## src/rtl/seven_seg_scan_if.sv

```systemverilog
// rtl/seven_seg_scan_if.sv - display-side bundle for the seven-segment scan driver
//
// Ports (bundled signals):
//   value      [4*NUM_DIGITS] packed hex nibbles, nibble i is digit i (digit 0 rightmost)
//   load                      capture value/blank_mask/dp_mask into the driver shadows
//   blank_mask [NUM_DIGITS]   1 = force digit dark
//   dp_mask    [NUM_DIGITS]   1 = light decimal point of digit
//   seg        [7]            segments, active-low, bit0=a .. bit6=g
//   dp                        decimal point, active-low
//   an         [NUM_DIGITS]   digit enables, active-low
// Modports: master = register side driving the display, slave = scan driver.

interface seven_seg_scan_if #(
    parameter int NUM_DIGITS = 4
);
    logic [4*NUM_DIGITS-1:0] value;
    logic                    load;
    logic [NUM_DIGITS-1:0]   blank_mask;
    logic [NUM_DIGITS-1:0]   dp_mask;
    logic [6:0]              seg;
    logic                    dp;
    logic [NUM_DIGITS-1:0]   an;

    modport master (
        output value, load, blank_mask, dp_mask,
        input  seg, dp, an
    );

    modport slave (
        input  value, load, blank_mask, dp_mask,
        output seg, dp, an
    );
endinterface

```

## src/rtl/seven_seg_scan.sv

```systemverilog
// rtl/seven_seg_scan.sv - time-multiplexed common-anode seven-segment scan driver
//
// Latches a packed hex value plus blank/dp masks into shadow registers and
// scans one digit per REFRESH_DIV-cycle slot, with DEAD_CYCLES of all-anodes-off
// at the start of each slot to stop ghosting between digits.
//
// Parameters:
//   NUM_DIGITS  (1..8)   digits scanned
//   REFRESH_DIV (>=2)    clock cycles per digit slot
//   DEAD_CYCLES (<REFRESH_DIV) leading dark cycles per slot
// Ports:
//   clk    system clock
//   reset  synchronous, active-high
//   bus    seven_seg_scan_if.slave (value, load, blank_mask, dp_mask in; seg, dp, an out)
// Optional feature:
//   SEVEN_SEG_SCAN_LZ_SUPPRESS_EN - when defined, leading zero digits (above
//   digit 0) are darkened in addition to blank_mask.

module seven_seg_scan #(
    parameter int NUM_DIGITS  = 4,
    parameter int REFRESH_DIV = 50000,
    parameter int DEAD_CYCLES = 1
) (
    input  logic                 clk,
    input  logic                 reset,
    seven_seg_scan_if.slave      bus
);

    localparam int IDX_W = (NUM_DIGITS > 1) ? $clog2(NUM_DIGITS) : 1;
    localparam int CNT_W = $clog2(REFRESH_DIV);

    localparam logic [CNT_W-1:0] DIV_LAST = CNT_W'(REFRESH_DIV - 1);
    localparam logic [CNT_W-1:0] DEAD_V   = CNT_W'(DEAD_CYCLES);
    localparam logic [IDX_W-1:0] IDX_LAST = IDX_W'(NUM_DIGITS - 1);

    localparam logic [6:0] SEG_DARK = 7'h7F;

    // Shadow copies: the display never looks at the raw inputs.
    logic [4*NUM_DIGITS-1:0] value_sh;
    logic [NUM_DIGITS-1:0]   blank_sh;
    logic [NUM_DIGITS-1:0]   dp_sh;

    // Scan position.
    logic [CNT_W-1:0]        div_cnt;
    logic [IDX_W-1:0]        digit_idx;

    // Registered pin drivers.
    logic [6:0]              seg_q;
    logic                    dp_q;
    logic [NUM_DIGITS-1:0]   an_q;

    // Next-cycle pin values derived from the current scan/shadow state.
    logic [3:0]              nib [NUM_DIGITS];
    logic [NUM_DIGITS-1:0]   lz_dark;
    logic                    digit_dark;
    logic                    in_dead;
    logic [6:0]              seg_d;
    logic                    dp_d;
    logic [NUM_DIGITS-1:0]   an_d;

    function automatic logic [6:0] glyph(input logic [3:0] n);
        logic [6:0] g;
        case (n)
            4'h0:    g = 7'h40;
            4'h1:    g = 7'h79;
            4'h2:    g = 7'h24;
            4'h3:    g = 7'h30;
            4'h4:    g = 7'h19;
            4'h5:    g = 7'h12;
            4'h6:    g = 7'h02;
            4'h7:    g = 7'h78;
            4'h8:    g = 7'h00;
            4'h9:    g = 7'h18;
            4'hA:    g = 7'h08;
            4'hB:    g = 7'h03;
            4'hC:    g = 7'h46;
            4'hD:    g = 7'h21;
            4'hE:    g = 7'h06;
            default: g = 7'h0E;
        endcase
        return g;
    endfunction

    always_comb begin
        for (int i = 0; i < NUM_DIGITS; i++) begin
            nib[i] = value_sh[4*i +: 4];
        end
    end

`ifdef SEVEN_SEG_SCAN_LZ_SUPPRESS_EN
    // Walk down from the most significant digit; a digit is suppressed while
    // every nibble from it upward is zero. Digit 0 always stays lit.
    logic all_zero;

    always_comb begin
        lz_dark  = '0;
        all_zero = 1'b1;
        for (int i = NUM_DIGITS - 1; i >= 1; i--) begin
            all_zero   = all_zero & (nib[i] == 4'h0);
            lz_dark[i] = all_zero;
        end
    end
`else
    assign lz_dark = '0;
`endif

    always_comb begin
        digit_dark = blank_sh[digit_idx] | lz_dark[digit_idx];
        in_dead    = (DEAD_CYCLES != 0) && (div_cnt < DEAD_V);

        seg_d = SEG_DARK;
        dp_d  = 1'b1;
        an_d  = '1;
        if (!in_dead) begin
            // Anode stays enabled even for a dark digit so the scan duty is uniform.
            an_d = ~(NUM_DIGITS'(1) << digit_idx);
            if (!digit_dark) begin
                seg_d = glyph(nib[digit_idx]);
                dp_d  = ~dp_sh[digit_idx];
            end
        end
    end

    always_ff @(posedge clk) begin
        if (reset) begin
            value_sh  <= '0;
            blank_sh  <= '0;
            dp_sh     <= '0;
            div_cnt   <= '0;
            digit_idx <= '0;
            seg_q     <= SEG_DARK;
            dp_q      <= 1'b1;
            an_q      <= '1;
        end else begin
            if (bus.load) begin
                value_sh <= bus.value;
                blank_sh <= bus.blank_mask;
                dp_sh    <= bus.dp_mask;
            end

            if (div_cnt == DIV_LAST) begin
                div_cnt <= '0;
                if (digit_idx == IDX_LAST) begin
                    digit_idx <= '0;
                end else begin
                    digit_idx <= digit_idx + 1'b1;
                end
            end else begin
                div_cnt <= div_cnt + 1'b1;
            end

            seg_q <= seg_d;
            dp_q  <= dp_d;
            an_q  <= an_d;
        end
    end

    assign bus.seg = seg_q;
    assign bus.dp  = dp_q;
    assign bus.an  = an_q;

endmodule

```

## src/flat_wrapper.sv

```systemverilog
// flat-port wrapper written by rule: the top's interface ports become plain ports
module seven_seg_scan_flat 
#(
    parameter int NUM_DIGITS  = 4,
    parameter int REFRESH_DIV = 50000,
    parameter int DEAD_CYCLES = 1
)
  (clk, reset, bus_value, bus_load, bus_blank_mask, bus_dp_mask, bus_seg, bus_dp, bus_an);
  seven_seg_scan_if #(.NUM_DIGITS(NUM_DIGITS)) bus_i ();
  input  logic clk;
  input  logic reset;
  input wire logic [$bits(bus_i.value)-1:0] bus_value;
  input wire logic [$bits(bus_i.load)-1:0] bus_load;
  input wire logic [$bits(bus_i.blank_mask)-1:0] bus_blank_mask;
  input wire logic [$bits(bus_i.dp_mask)-1:0] bus_dp_mask;
  output wire logic [$bits(bus_i.seg)-1:0] bus_seg;
  output wire logic [$bits(bus_i.dp)-1:0] bus_dp;
  output wire logic [$bits(bus_i.an)-1:0] bus_an;
  assign bus_i.value = bus_value;
  assign bus_i.load = bus_load;
  assign bus_i.blank_mask = bus_blank_mask;
  assign bus_i.dp_mask = bus_dp_mask;
  assign bus_seg = bus_i.seg;
  assign bus_dp = bus_i.dp;
  assign bus_an = bus_i.an;
  seven_seg_scan #(.NUM_DIGITS(NUM_DIGITS), .REFRESH_DIV(REFRESH_DIV), .DEAD_CYCLES(DEAD_CYCLES)) u_core (.clk(clk), .reset(reset), .bus(bus_i));
endmodule
```

## config.mk

```make
export PLATFORM = sky130hd
export DESIGN_NAME = seven_seg_scan_flat
export DESIGN_NICKNAME = d
export VERILOG_FILES = /design/src/rtl/seven_seg_scan_if.sv /design/src/rtl/seven_seg_scan.sv /design/src/flat_wrapper.sv
export SDC_FILE = /design/constraint.sdc
export NUM_CORES = 1
export LEC_CHECK = 0
export ABC_AREA = 1
export CORE_MARGIN = 2
export CORE_UTILIZATION = 40
export CTS_CLUSTER_SIZE = 28
export DETAILED_ROUTE_END_ITERATION = 7
export PLACE_DENSITY = 0.62
export RECOVER_POWER = 100
export REMOVE_ABC_BUFFERS = 1
export SLEW_MARGIN = 20
export SYNTH_ARGS = -nofsm -noshare
export SYNTH_HDL_FRONTEND = slang
export SYNTH_SLANG_ARGS = --single-unit
export TNS_END_PERCENT = 50
```

## constraint.sdc

```tcl
create_clock -name clk -period 1.5 [get_ports clk]
set_clock_uncertainty 0.1 [all_clocks]
set_input_delay 0.15 -clock clk [delete_from_list [all_inputs] [get_ports clk]]
set_output_delay 0.15 -clock clk [all_outputs]
set_load 0.02 [all_outputs]
```

==> summary.txt <==
fin area -> 3500 sq um
top post-synthesis cells by area -> dfxtp_1, nor2_1, nand2_1, nand3_1, o21ai_0
# rows -> 29
synthesized area -> 2560 sq um
drt wl/cell -> 11.8 um
drt pass-1 iters -> 4
Ys Warns -> 0
required time of the critical path -> 1.61 ns
grt total ovfl -> 0
WHS -> 0.307 ns
routed wire length -> 5.97 mm
crit path max fanout -> 5
worst hold path type -> in2reg
core area -> 6280 sq um
Worst EP arrival -> 1.58 ns
Comb power frac -> 15.9%
CP Class -> reg2reg
number of synthesized flops with an enable pin -> 0
total leakage power -> 1.42 nW
Synth area leader -> dfxtp_1
Final WS setup -> 0.0272 ns
Die Height -> 84.0 um
Worst Setup End Kind -> register
total CTS buffers -> 5
Global Route Usage Sum -> 16.2%
clock power share -> 29.7%
root buffer cell -> clkbuf_8
Avg Cell Area, Syn -> 7.06 sq um
Skew-Pair Late Insertion Delay -> 0.31 ns
P&R area growth vs syn -> 36.7%
placed cell areas -> 3130 sq um
fin cells -> 504
sequential cell fraction of total power -> 54.4%
# DRC -> 0
Sw Ratio -> 27.7%
ys async rst share -> 0%
outcome -> finished, final reports clean
Synth Register Bits -> 54
Hold Fails Final Rpt -> 0
vias -> 2437
Layout Nets -> 464
worst vdd ir -> 515 uV
Clock Sinks -> 54
HPWL Detailed -> 4.05 mm
fin. max-slew vios -> 0
Finish-stage setup viols -> 0
CTS clk-pin slew, worst paths -> 0.11 ns
Synth top area share -> 42.3%
I/O pins -> 39
DRT antenna net count -> 0
RSZ-0062 raised after global routing -> true
worst slack at placement -> -0.0772 ns
detail-routed via count per cell -> 4.84
Synth Instances -> 362
fillers -> 617
TritonCTS clock tree -> done
final core utilization -> 55.7%
Die X -> 84.0 um
post-synth cell types -> 25
CTS Buffer Depth -> 2
largest net degree at the start of global routing -> 25
normalized max-slew margin -> 82.7%
total power per unit cell area -> 812 nW/um^2
Seq/Total Area, Yosys -> 42.3%
global-route wire length before repair -> 9.57 mm
Worst-Margin Slew -> 0.260 ns
Int Pwr -> 0.00205 W
Sequential Area -> 1090 sq um
initial antenna violation count -> 0
Placed Cells -> 488
Max Clock Freq -> 0.679 GHz
Diodes inserted -> 0
Startpoint Class -> register
Multi-input gate area -> 1570 sq um
PortBufs -> 38
Final Cycle Share -> 98.2%
Die Area -> 7050 sq um
post-layout minimum cycle time -> 1.47 ns
vias in the first global route -> 2114
Main synth FF type -> dfxtp_1
Max Cap Viol -> 0
GP Congestion -> 0.822
H-tree levels -> 2
layout cell share with drive strength beyond 1 -> 22.5%
Initial DRC Count -> 105
Initial Utilization -> 40.7%
net switching power -> 0.000787 W
## worst paths after layout
path | start | end | slack (ns) | cells after the start
worst max register to register | u_core.digit_idx[0] | u_core.bus.seg[6] | 0.03 | 10
worst max-delay path | u_core.digit_idx[0] | u_core.bus.seg[6] | 0.03 | 10
worst min register to register | u_core.blank_sh[3] | u_core.blank_sh[3] | 0.41 | 2
worst min-delay path | bus_value[5] | u_core.value_sh[5] | 0.31 | 3
## through the flow
step,power [W],setup TNS (ns)
3_3_place_gp,0.00197,-0.151
6_report,0.00284,0
5_1_grt,0.00298,-0.476
2_1_floorplan,0.00178,-1.69
4_1_cts,0.00283,-0.0135
3_5_place_dp,0.00197,-0.373
## power by group through the flow
| stage | clock network [W] | logic (W) | registers, W |
|---|---|---|---|
| 2_1_floorplan | 0 | 0.000188 | 0.00159 |
| 3_3_place_gp | 0 | 0.000393 | 0.00157 |
| 3_5_place_dp | 0 | 0.000396 | 0.00157 |
| 4_1_cts | 0.000873 | 0.000414 | 0.00154 |
| 5_1_grt | 0.000928 | 0.000499 | 0.00155 |
| 6_report | 0.000843 | 0.000452 | 0.00154 |
## flip-flops by register name, indices dropped and copies added (netlist names)
name and count:
u_core.div_cnt 16, u_core.value_sh 16, u_core.digit_idx 2, u_core.blank_sh 4, u_core.bus.seg 7, u_core.dp_sh 4
u_core.bus.an 4, u_core.bus.dp 1
## layout by cell type (no fill, tap or decap), types with 2 or more instances in the layout
master / instances
xor2_1: 2
nand3_2: 11
nand4_1: 4
nand3_1: 21
inv_2: 3
nand3b_1: 2
nand2_2: 14
nand2_4: 8
ha_1: 5
clkdlybuf4s50_1: 26
a21oi_1: 11
xnor2_1: 4
inv_1: 15
nand3_4: 3
o21ai_0: 27
inv_4: 3
dfxtp_1: 49
dfxtp_2: 4
buf_4: 24
ha_2: 2
nor2_2: 2
clkbuf_1: 10
nor2_4: 3
nand2_1: 60
ha_4: 4
nor2_1: 90
buf_6: 4
clkbuf_8: 5
## cell usage after synthesis, types with 2 or more instances
| library cell | instances |
|---|---|
| clkbuf_1 | 6 |
| xnor2_1 | 4 |
| nand2_2 | 3 |
| buf_6 | 2 |
| nand4_1 | 4 |
| ha_1 | 11 |
| a21oi_1 | 11 |
| xor2_1 | 2 |
| buf_4 | 2 |
| nor2_1 | 91 |
| nand3_1 | 32 |
| dfxtp_1 | 54 |
| nand2_1 | 77 |
| nand2_4 | 2 |
| o21ai_0 | 28 |
| nor2_2 | 3 |
| inv_2 | 4 |
| inv_1 | 16 |
| nand3_2 | 3 |
| nand3b_1 | 2 |
## critical path, stage by stage (launching register included)
cell,delay (ns)
dfxtp_4,0.38
buf_6,0.13
nand2_4,0.07
nand2_2,0.06
nand2_2,0.09
nand2_4,0.08
ha_4,0.17
nand3_4,0.08
nor2_2,0.04
nor2_1,0.11
nand2_1,0.06
## cells by family after synthesis
group           count (synthesis)  synth area share (%)
buf+inv                        32                  5.72
flops                          54                  42.3
simple gates                  219                  36.6
xor+xnor                        6                  2.05
fa+ha+maj                      11                  5.38
compound gates                 40                  7.93
## final cells by class
class | instances | area share [%]
timing repair buffer | 67 | 16.1
clock inverter | 3 | 0.716
tap | 77 | 2.76
clock buffer | 5 | 1.97
multi-input combinational | 277 | 44.8
inverter | 21 | 2.47
sequential | 54 | 31.2
## repair_timing
item                       4_1_cts  5_1_grt
buffers inserted                 0        7
cloned                           0        1
resized for setup               17       60
setup endpoints to repair       12       39
pin swaps                        6       19
hold buffers                     0        0
## per-layer routing
metal | vias to the layer above | wire [um] | global-route usage (%)
li1 | 1288 | - | -
met3 | 6 | 249 | 3.17
met5 | - | 0 | 0
met4 | 0 | 53 | 4.25
met2 | 50 | 2690 | 24.4
met1 | 1093 | 2970 | 23.7
(Power assumes the default switching activity.)
